--- config.mk ---
export PLATFORM = sky130hd
export DESIGN_NAME = instr_queue
export DESIGN_NICKNAME = d
export VERILOG_FILES = /design/src/rtl/core_pkg.sv /design/src/rtl/inst_fifo.sv /design/src/rtl/instr_queue.sv
export SDC_FILE = /design/constraint.sdc
export NUM_CORES = 2
export LEC_CHECK = 0
export ABC_CLOCK_PERIOD_IN_PS = 28300
export BUFFER_PORTS_ARGS = -buffer_cell sky130_fd_sc_hd__buf_2
export CORE_UTILIZATION = 30
export CTS_CLUSTER_DIAMETER = 200
export CTS_CLUSTER_SIZE = 24
export DETAILED_ROUTE_END_ITERATION = 6
export PLACE_DENSITY = 0.43
export SETUP_SLACK_MARGIN = 0.05
export SLEW_MARGIN = 0
export SYNTH_ARGS = -nofsm -noshare
export SYNTH_HDL_FRONTEND = slang
export SYNTH_MEMORY_MAX_BITS = 65536
export SYNTH_SLANG_ARGS = --single-unit
--- constraint.sdc ---
create_clock -name clk -period 28.3 [get_ports clk]
set_input_delay 7.075 -clock clk [delete_from_list [all_inputs] [get_ports clk]]
set_output_delay 7.075 -clock clk [all_outputs]
set_load 0.01 [all_outputs]
--- src/rtl/core_pkg.sv ---
// Shared definitions for the core and its host-side front end.
// instr_t is the instruction type used by the queue and by the controller.
package core_pkg;
    localparam int INST_WIDTH      = 256;
    localparam int HOST_WORD_WIDTH = 32;

    typedef logic [INST_WIDTH-1:0] instr_t;
endpackage

--- src/rtl/inst_fifo.sv ---
// Generic synchronous first-word-fall-through FIFO with a synchronous flush.
// The head entry is always visible on rdata; count tracks the number of stored entries.
module inst_fifo #(
    parameter  int WIDTH = 256,
    parameter  int DEPTH = 16,
    localparam int CW    = $clog2(DEPTH + 1),
    localparam int AW    = $clog2(DEPTH)
) (
    input  logic             clk,
    input  logic             reset,
    input  logic             flush,
    input  logic             push,
    input  logic [WIDTH-1:0] wdata,
    input  logic             pop,
    output logic [WIDTH-1:0] rdata,
    output logic [CW-1:0]    count,
    output logic             full
);
    logic [WIDTH-1:0] mem_q [DEPTH];
    logic [AW-1:0]    wr_ptr_q, wr_ptr_d;
    logic [AW-1:0]    rd_ptr_q, rd_ptr_d;
    logic [CW-1:0]    count_q, count_d;
    logic             push_ok, pop_ok;

    assign full    = (count_q == CW'(DEPTH));
    assign push_ok = push && !full;
    assign pop_ok  = pop && (count_q != '0);

    // NOTE: every signal assigned here gets a default first, so no latch is inferred.
    always_comb begin
        wr_ptr_d = wr_ptr_q;
        rd_ptr_d = rd_ptr_q;
        count_d  = count_q;
        if (reset || flush) begin
            wr_ptr_d = '0;
            rd_ptr_d = '0;
            count_d  = '0;
        end else begin
            if (push_ok) wr_ptr_d = wr_ptr_q + AW'(1);
            if (pop_ok)  rd_ptr_d = rd_ptr_q + AW'(1);
            case ({push_ok, pop_ok})
                2'b10:   count_d = count_q + CW'(1);
                2'b01:   count_d = count_q - CW'(1);
                default: count_d = count_q;
            endcase
        end
    end

    // NOTE: non-blocking assignments for all state, so every flop samples pre-edge values.
    always_ff @(posedge clk) begin
        wr_ptr_q <= wr_ptr_d;
        rd_ptr_q <= rd_ptr_d;
        count_q  <= count_d;
    end

    // NOTE: storage carries no reset; entries are only observable once count says they are valid.
    always_ff @(posedge clk) begin
        if (push_ok) mem_q[wr_ptr_q] <= wdata;
    end

    assign rdata = mem_q[rd_ptr_q];
    assign count = count_q;
endmodule

--- src/rtl/instr_queue.sv ---
// Host-side instruction queue: packs eight host words into one instruction and
// buffers complete instructions in an FWFT FIFO feeding the core's ready/valid port.
module instr_queue #(
    parameter  int DEPTH      = 16,
    parameter  int INST_WIDTH = core_pkg::INST_WIDTH,
    parameter  int WORD_WIDTH = core_pkg::HOST_WORD_WIDTH,
    localparam int CW         = $clog2(DEPTH + 1)
) (
    input  logic                  clk,
    input  logic                  reset,
    input  logic                  host_wvalid,
    input  logic [WORD_WIDTH-1:0] host_wdata,
    output logic                  host_wready,
    input  logic                  flush,
    output logic [INST_WIDTH-1:0] instruction,
    output logic                  instruction_valid,
    input  logic                  instruction_ready,
    output logic [CW-1:0]         count,
    output logic [2:0]            word_idx
);
    localparam logic [2:0] LAST_IDX = 3'd7;

    logic [WORD_WIDTH-1:0] slots_q [7];
    logic [2:0]            word_idx_q, word_idx_d;
    logic [INST_WIDTH-1:0] push_data;
    logic                  full, accept, push, pop;
    logic [CW-1:0]         fifo_count;

    // Ready depends only on registered state and local controls, never on instruction_ready.
    assign host_wready = !reset && !flush && (word_idx_q != LAST_IDX || !full);
    assign accept      = host_wvalid && host_wready;
    assign push        = accept && (word_idx_q == LAST_IDX);

    assign instruction_valid = !reset && (fifo_count != '0);
    assign pop               = instruction_valid && instruction_ready;

    always_comb begin
        push_data = '0;
        for (int i = 0; i < 7; i++) begin
            push_data[i*WORD_WIDTH +: WORD_WIDTH] = slots_q[i];
        end
        push_data[INST_WIDTH-1 -: WORD_WIDTH] = host_wdata;
    end

    always_comb begin
        word_idx_d = word_idx_q;
        if (reset || flush) begin
            word_idx_d = '0;
        end else if (accept) begin
            word_idx_d = (word_idx_q == LAST_IDX) ? 3'd0 : word_idx_q + 3'd1;
        end
    end

    always_ff @(posedge clk) begin
        word_idx_q <= word_idx_d;
    end

    always_ff @(posedge clk) begin
        if (accept && (word_idx_q != LAST_IDX)) slots_q[word_idx_q] <= host_wdata;
    end

    inst_fifo #(
        .WIDTH (INST_WIDTH),
        .DEPTH (DEPTH)
    ) u_fifo (
        .clk   (clk),
        .reset (reset),
        .flush (flush),
        .push  (push),
        .wdata (push_data),
        .pop   (pop),
        .rdata (instruction),
        .count (fifo_count),
        .full  (full)
    );

    assign count    = fifo_count;
    assign word_idx = word_idx_q;
endmodule

Yosys cells after proc, flatten, opt, wreduce, memory -nomap -nowiden. Memory sizes are Yosys's and may differ from the RTL's. A register that Yosys moved wholly into a read port is not among the register bits. Cells that the tools add are included.

$add $sub $neg: 5. Equal/unequal tests: 5. Muxes and demuxes: 8. Reduce and logical (&&, ||, !) cells: 16.

Operators by type and width (number): case mux 5 bit (2 select lines) (1); logical AND 1 bit (9); adder 4 x 1 -> 4 bit (second input constant) (2); 2-to-1 mux 4 bit (2); adder 5 x 1 -> 5 bit (second input constant) (1); equality test 5 bit (second input constant) (1); nonzero test 5 bit (1); subtractor 5 x 1 -> 5 bit (second input constant) (1); 2-to-1 mux 1 bit (4); adder 3 x 1 -> 3 bit (second input constant) (1); equality test 3 bit (second input constant) (1); logical NOT 1 bit (3); 2-to-1 mux 3 bit (1); != test 3 bit (second input constant) (1); equality test 2 x 1 -> 1 bit (second input constant) (1); equality test 2 bit (second input constant) (1); logical OR 1 bit (2); nonzero test 2 bit (1).

Flip-flop bits (word level): 16. Bits in writable memories: 4320. Bits of input ports: 37. Output and inout port bits: 266. Memories kept: 2.

Memory list: u_fifo.mem_q (words 16, width 256, read ports 1, clocked after memory_dff 1, wr ports 1, line inst_fifo.sv:19) `logic [WIDTH-1:0] mem_q [DEPTH];`; slots_q (words 7, width 32, read ports 7, clocked after memory_dff 0, wr ports 1, line instr_queue.sv:23) `logic [WORD_WIDTH-1:0] slots_q [7];`.

Longest topological paths before layout.
Word-level depth: 9. Mapped depth: 13.

Modules after synthesis. A second synthesis with hierarchy kept.

Cell total of the unflattened synthesis: 6377. Area, all modules: 161859.0 um2.

By module, submodules not included: inst_fifo (instances 1, cells an instance 6118, area an instance 154859.8 um2, sequential area each 123338.3 um2); instr_queue (instances 1, cells an instance 259, area an instance 6999.2 um2, sequential area each 6786.5 um2).

Least setup slack after synthesis. No wires, ideal clock.

Kind: input-to-reg. From: input flush. To: memory u_fifo.mem_q[5][0], enable pin. Data arrival time: 26.626 ns. Required time: 27.061 ns. Setup slack: 0.435 ns. Stages: 5. Path buffers: 1. Cell sequence: or2_2 > clkbuf_1 > a211oi_4 > nand2_1 > nor3b_1.

Word-level cells in the longest chain between the ends: 8.

RTL lines: start: declaration (line instr_queue.sv:14) `input logic flush,`; logical NOT 1 bit (line instr_queue.sv:30) `assign host_wready = !reset && !flush && (word_idx_q != LAST_IDX || !full);`; logical AND 1 bit (2 in a row) (line instr_queue.sv:30); logical AND 1 bit (line instr_queue.sv:31) `assign accept = host_wvalid && host_wready;`; logical AND 1 bit (line instr_queue.sv:32) `assign push = accept && (word_idx_q == LAST_IDX);`; logical AND 1 bit (line inst_fifo.sv:26) `assign push_ok = push && !full;`; 2-to-1 mux 1 bit (line inst_fifo.sv:58) `if (push_ok) mem_q[wr_ptr_q] <= wdata;`; 2-to-1 mux 1 bit (not written as such) (line inst_fifo.sv:58); end: declaration (line inst_fifo.sv:19).

Every way passes these cells.

Final worst setup path.
From: input flush. To: output host_wready.

Word-level cells in the longest chain between the ends: 3.

RTL lines: logical NOT 1 bit (line instr_queue.sv:30); logical AND 1 bit (2 in a row) (line instr_queue.sv:30); end: declaration (line instr_queue.sv:13) `output logic host_wready,`.

Every way passes these cells.

==> metrics.txt <==
die width=733 um; Ports=303; net switching power=0.00205 W; post-CTS setup buffer count=0; Min Hold Slack=563 ps; fin crit period=15,140 ps; DR vias=72,300; final total power=0.0104 W; initial core utilization=30.1%; worst-skew pair later-pin latency=970 ps; Cell Pwr Density=58.7 mW/mm^2; most used cell, CP=buf_2; top post-synthesis cells by area=edfxtp_1, mux4_2, a22oi_1; Final GP Congestion=0.703; area fraction of the dominant cell type after synthesis=80.9%; CTS sink cnt=4,340; layout cell share with drive strength beyond 1=25.6%; area growth from synthesis to layout=10.1%; Cell Count, Final, Fillers Out=14,100; Post-synth EDFFs=4,320; Critical Path RT=21,220 ps; fin. max-slew vios=0; RSZ-0062 raised after global routing=no; Post-synth ARST share=0%; Yosys top cell by area=edfxtp_1; VDD IR-drop max=43.4 uV; worst slack, placed=13,140 ps; Worst Hold Class=flip-flop to flip-flop; fmax=0.0661 GHz; Clk pin slew, worst setup/hold paths=100 ps; All-Layer GR Usage=17.1%; largest net degree at the start of global routing=100; HPWL Detailed=239,000 um; critical path's slowest cell=or2_2; first-iteration detailed-routing DRC count=7,931; Max Cap Viol=0; First-pass DRT Iterations=6; synthesized flop and latch total=4,340; via-per-instance ratio=5.13; Clock Skew=53.4 ps; crit path cell chain=buf_2, or2_2, a31oi_1, buf_2; DIE HEIGHT=733 um; vias in the first global route=76,300; clock buffer depth=4; Max transition margin=26.2%; Reg2Reg Setup Slack=21,850 ps; CTS HTree Levels=4; Setup WS post-layout=13,160 ps; Top delay family on crit path=simple AND/OR/NAND/NOR gates; core area=0.532 mm^2; DRT antenna net count=0; antenna violations before repair=59; crit end category=output port; Cells after Synth=6,618; CP peak stage delay=430 ps; cts hold-fix bufs=0; root buf cell=clkbuf_16; post_cts resized=0; Seq pwr share=67.4%; CP arrival=8060 ps; Worst Tran Pin Value=1110 ps; status=finished, final reports clean; # nets final=7,036; ys flop type=edfxtp_1; row count=268; Clk pwr share=32.0%; post-synth net total=6,666; Buf+Inv Stages, Crit Path=2; placed cells=13,800; critical path class=primary input to output port; Comb pwr share=0.6%; Final Cycle Share=53.5%; Switching Share=19.8%; die area=0.538 mm^2; total wire length=469,000 um; first-pass GRT wire length=641,000 um; Synth Warn #=0; final setup fails=0; number of CTS-inserted buffers=203; syn_area_per_cell=24.2 um^2; CP max FO=15; Cell Int Power=0.00831 W; global route total overflow=0; PortBufs=302; Hold Fails Final Rpt=0; mapped cell area=0.160 mm^2; Residual DRC=0; Cell variety after synth=47; Critical Path Start Type=primary input; sequential area share after synthesis=81.1%; WL per Instance=33.3 um; setup TNS=0 ps; Fillers=49,800; CTS tree=built; Pleak=51.5 nW
## layout by cell type, fill, tap and decap left out, types with 3 or more instances in the layout
cell type  synthesis  final
ha_1              11     11
inv_1              6      6
clkbuf_16          0    206
dfxtp_1           20     17
dfxtp_4            0      3
buf_2             96    300
nand2_1          208    207
mux2i_1            4      4
o21ai_0            6      6
buf_12             0     15
edfxtp_1        4320   4320
nand3_1            8      8
a22oi_1          394    394
nor2_1            73     71
and3_4             0      4
inv_6              0      5
xor2_1             4      4
clkinv_8           0      3
o22ai_1          118    118
or2_2              3      3
a21oi_1            3      3
buf_4             19    201
nor3_2             1      3
and2_4             0      5
nor3b_2            0      7
nand2b_1           6      4
diode_2            0     45
and4_4             0      4
mux4_2          1024   1024
clkbuf_1         188     21
## final timing paths
path | startpoint | to | cells past startpoint
worst max register to register | word_idx[1] | u_fifo.mem_q[8][180] | 11
worst max-delay path | flush | host_wready | 4
worst min register to register | word_idx[0] | word_idx[0] | 1
worst min-delay path | word_idx[0] | word_idx[0] | 1
## routing by layer
layer / track usage [%] / vias up / part of all wire, % / wire length (um)
li1: - / 29000 / - / -
met1: 24.3 / 40900 / 44 / 207000
met2: 28.4 / 2036 / 49 / 227000
met3: 2.73 / 309 / 6.1 / 28600
met4: 2.09 / 2 / 1.2 / 5510
met5: 0 / - / 0.0017 / 8
## sequential cells by signal, indices dropped and copies added (netlist names), named ones only
name,cells
u_fifo.rd_ptr_q,4
u_fifo.count,5
u_fifo.mem_q,4096
word_idx,3
u_fifo.wr_ptr_q,4
slots_q,224
## power by group through the flow
| stage | clock network, W | logic [W] | registers [W] |
|---|---|---|---|
| after floorplan | 0 | 0.00000192 | 0.00713 |
| after global placement | 0 | 0.0000612 | 0.00713 |
| after detailed placement | 0 | 0.0000625 | 0.00713 |
| after CTS | 0.00344 | 0.0000629 | 0.00698 |
| after global routing | 0.00362 | 0.0000614 | 0.00698 |
| final | 0.00332 | 0.0000581 | 0.00698 |
## synth_stat cells, types with 3 or more instances
library cell  instances
a21oi_1               3
a22oi_1             394
and2_1                6
and3_1                6
and4_1                4
buf_1                35
buf_2                96
buf_4                19
buf_6                13
clkbuf_1            188
dfxtp_1              20
edfxtp_1           4320
ha_1                 11
inv_1                 6
mux2i_1               4
mux4_2             1024
nand2_1             208
nand2b_1              6
nand3_1               8
nor2_1               73
nor3_1                4
nor3b_1               7
o21ai_0               6
o22ai_1             118
or2_2                 3
xor2_1                4
## cell families after synthesis
kind of cell / synth area share (%)
AND/OR/NAND/NOR: 0.912
XOR/XNOR: 0.0328
adder cells (fa/ha/maj): 0.0858
buffers and inverters: 1.02
flip-flops: 81.1
AO/OA/AOI/OAI: 2.41
multiplexers: 14.4
## through the flow
stage	util, %	area [um^2]
3_3_place_gp	32.1	171000
6_report	33.2	177000
5_1_grt	33.1	176000
2_1_floorplan	-	160000
4_1_cts	33.1	176000
3_5_place_dp	32.1	171000
## final cells by class
class | count | area (um^2) | area share (%)
Clock buffer | 227 | 5230 | 2.96
Antenna cell | 45 | 113 | 0.0638
Sequential cell | 4340 | 130000 | 73.7
Multi-Input combinational cell | 1920 | 28700 | 16.3
Clock inverter | 13 | 189 | 0.107
Timing Repair Buffer | 516 | 3310 | 1.88
Tap cell | 7020 | 8780 | 4.98
Inverter | 7 | 26.3 | 0.0149
No activity file was read; power rests on OpenSTA's default activity.
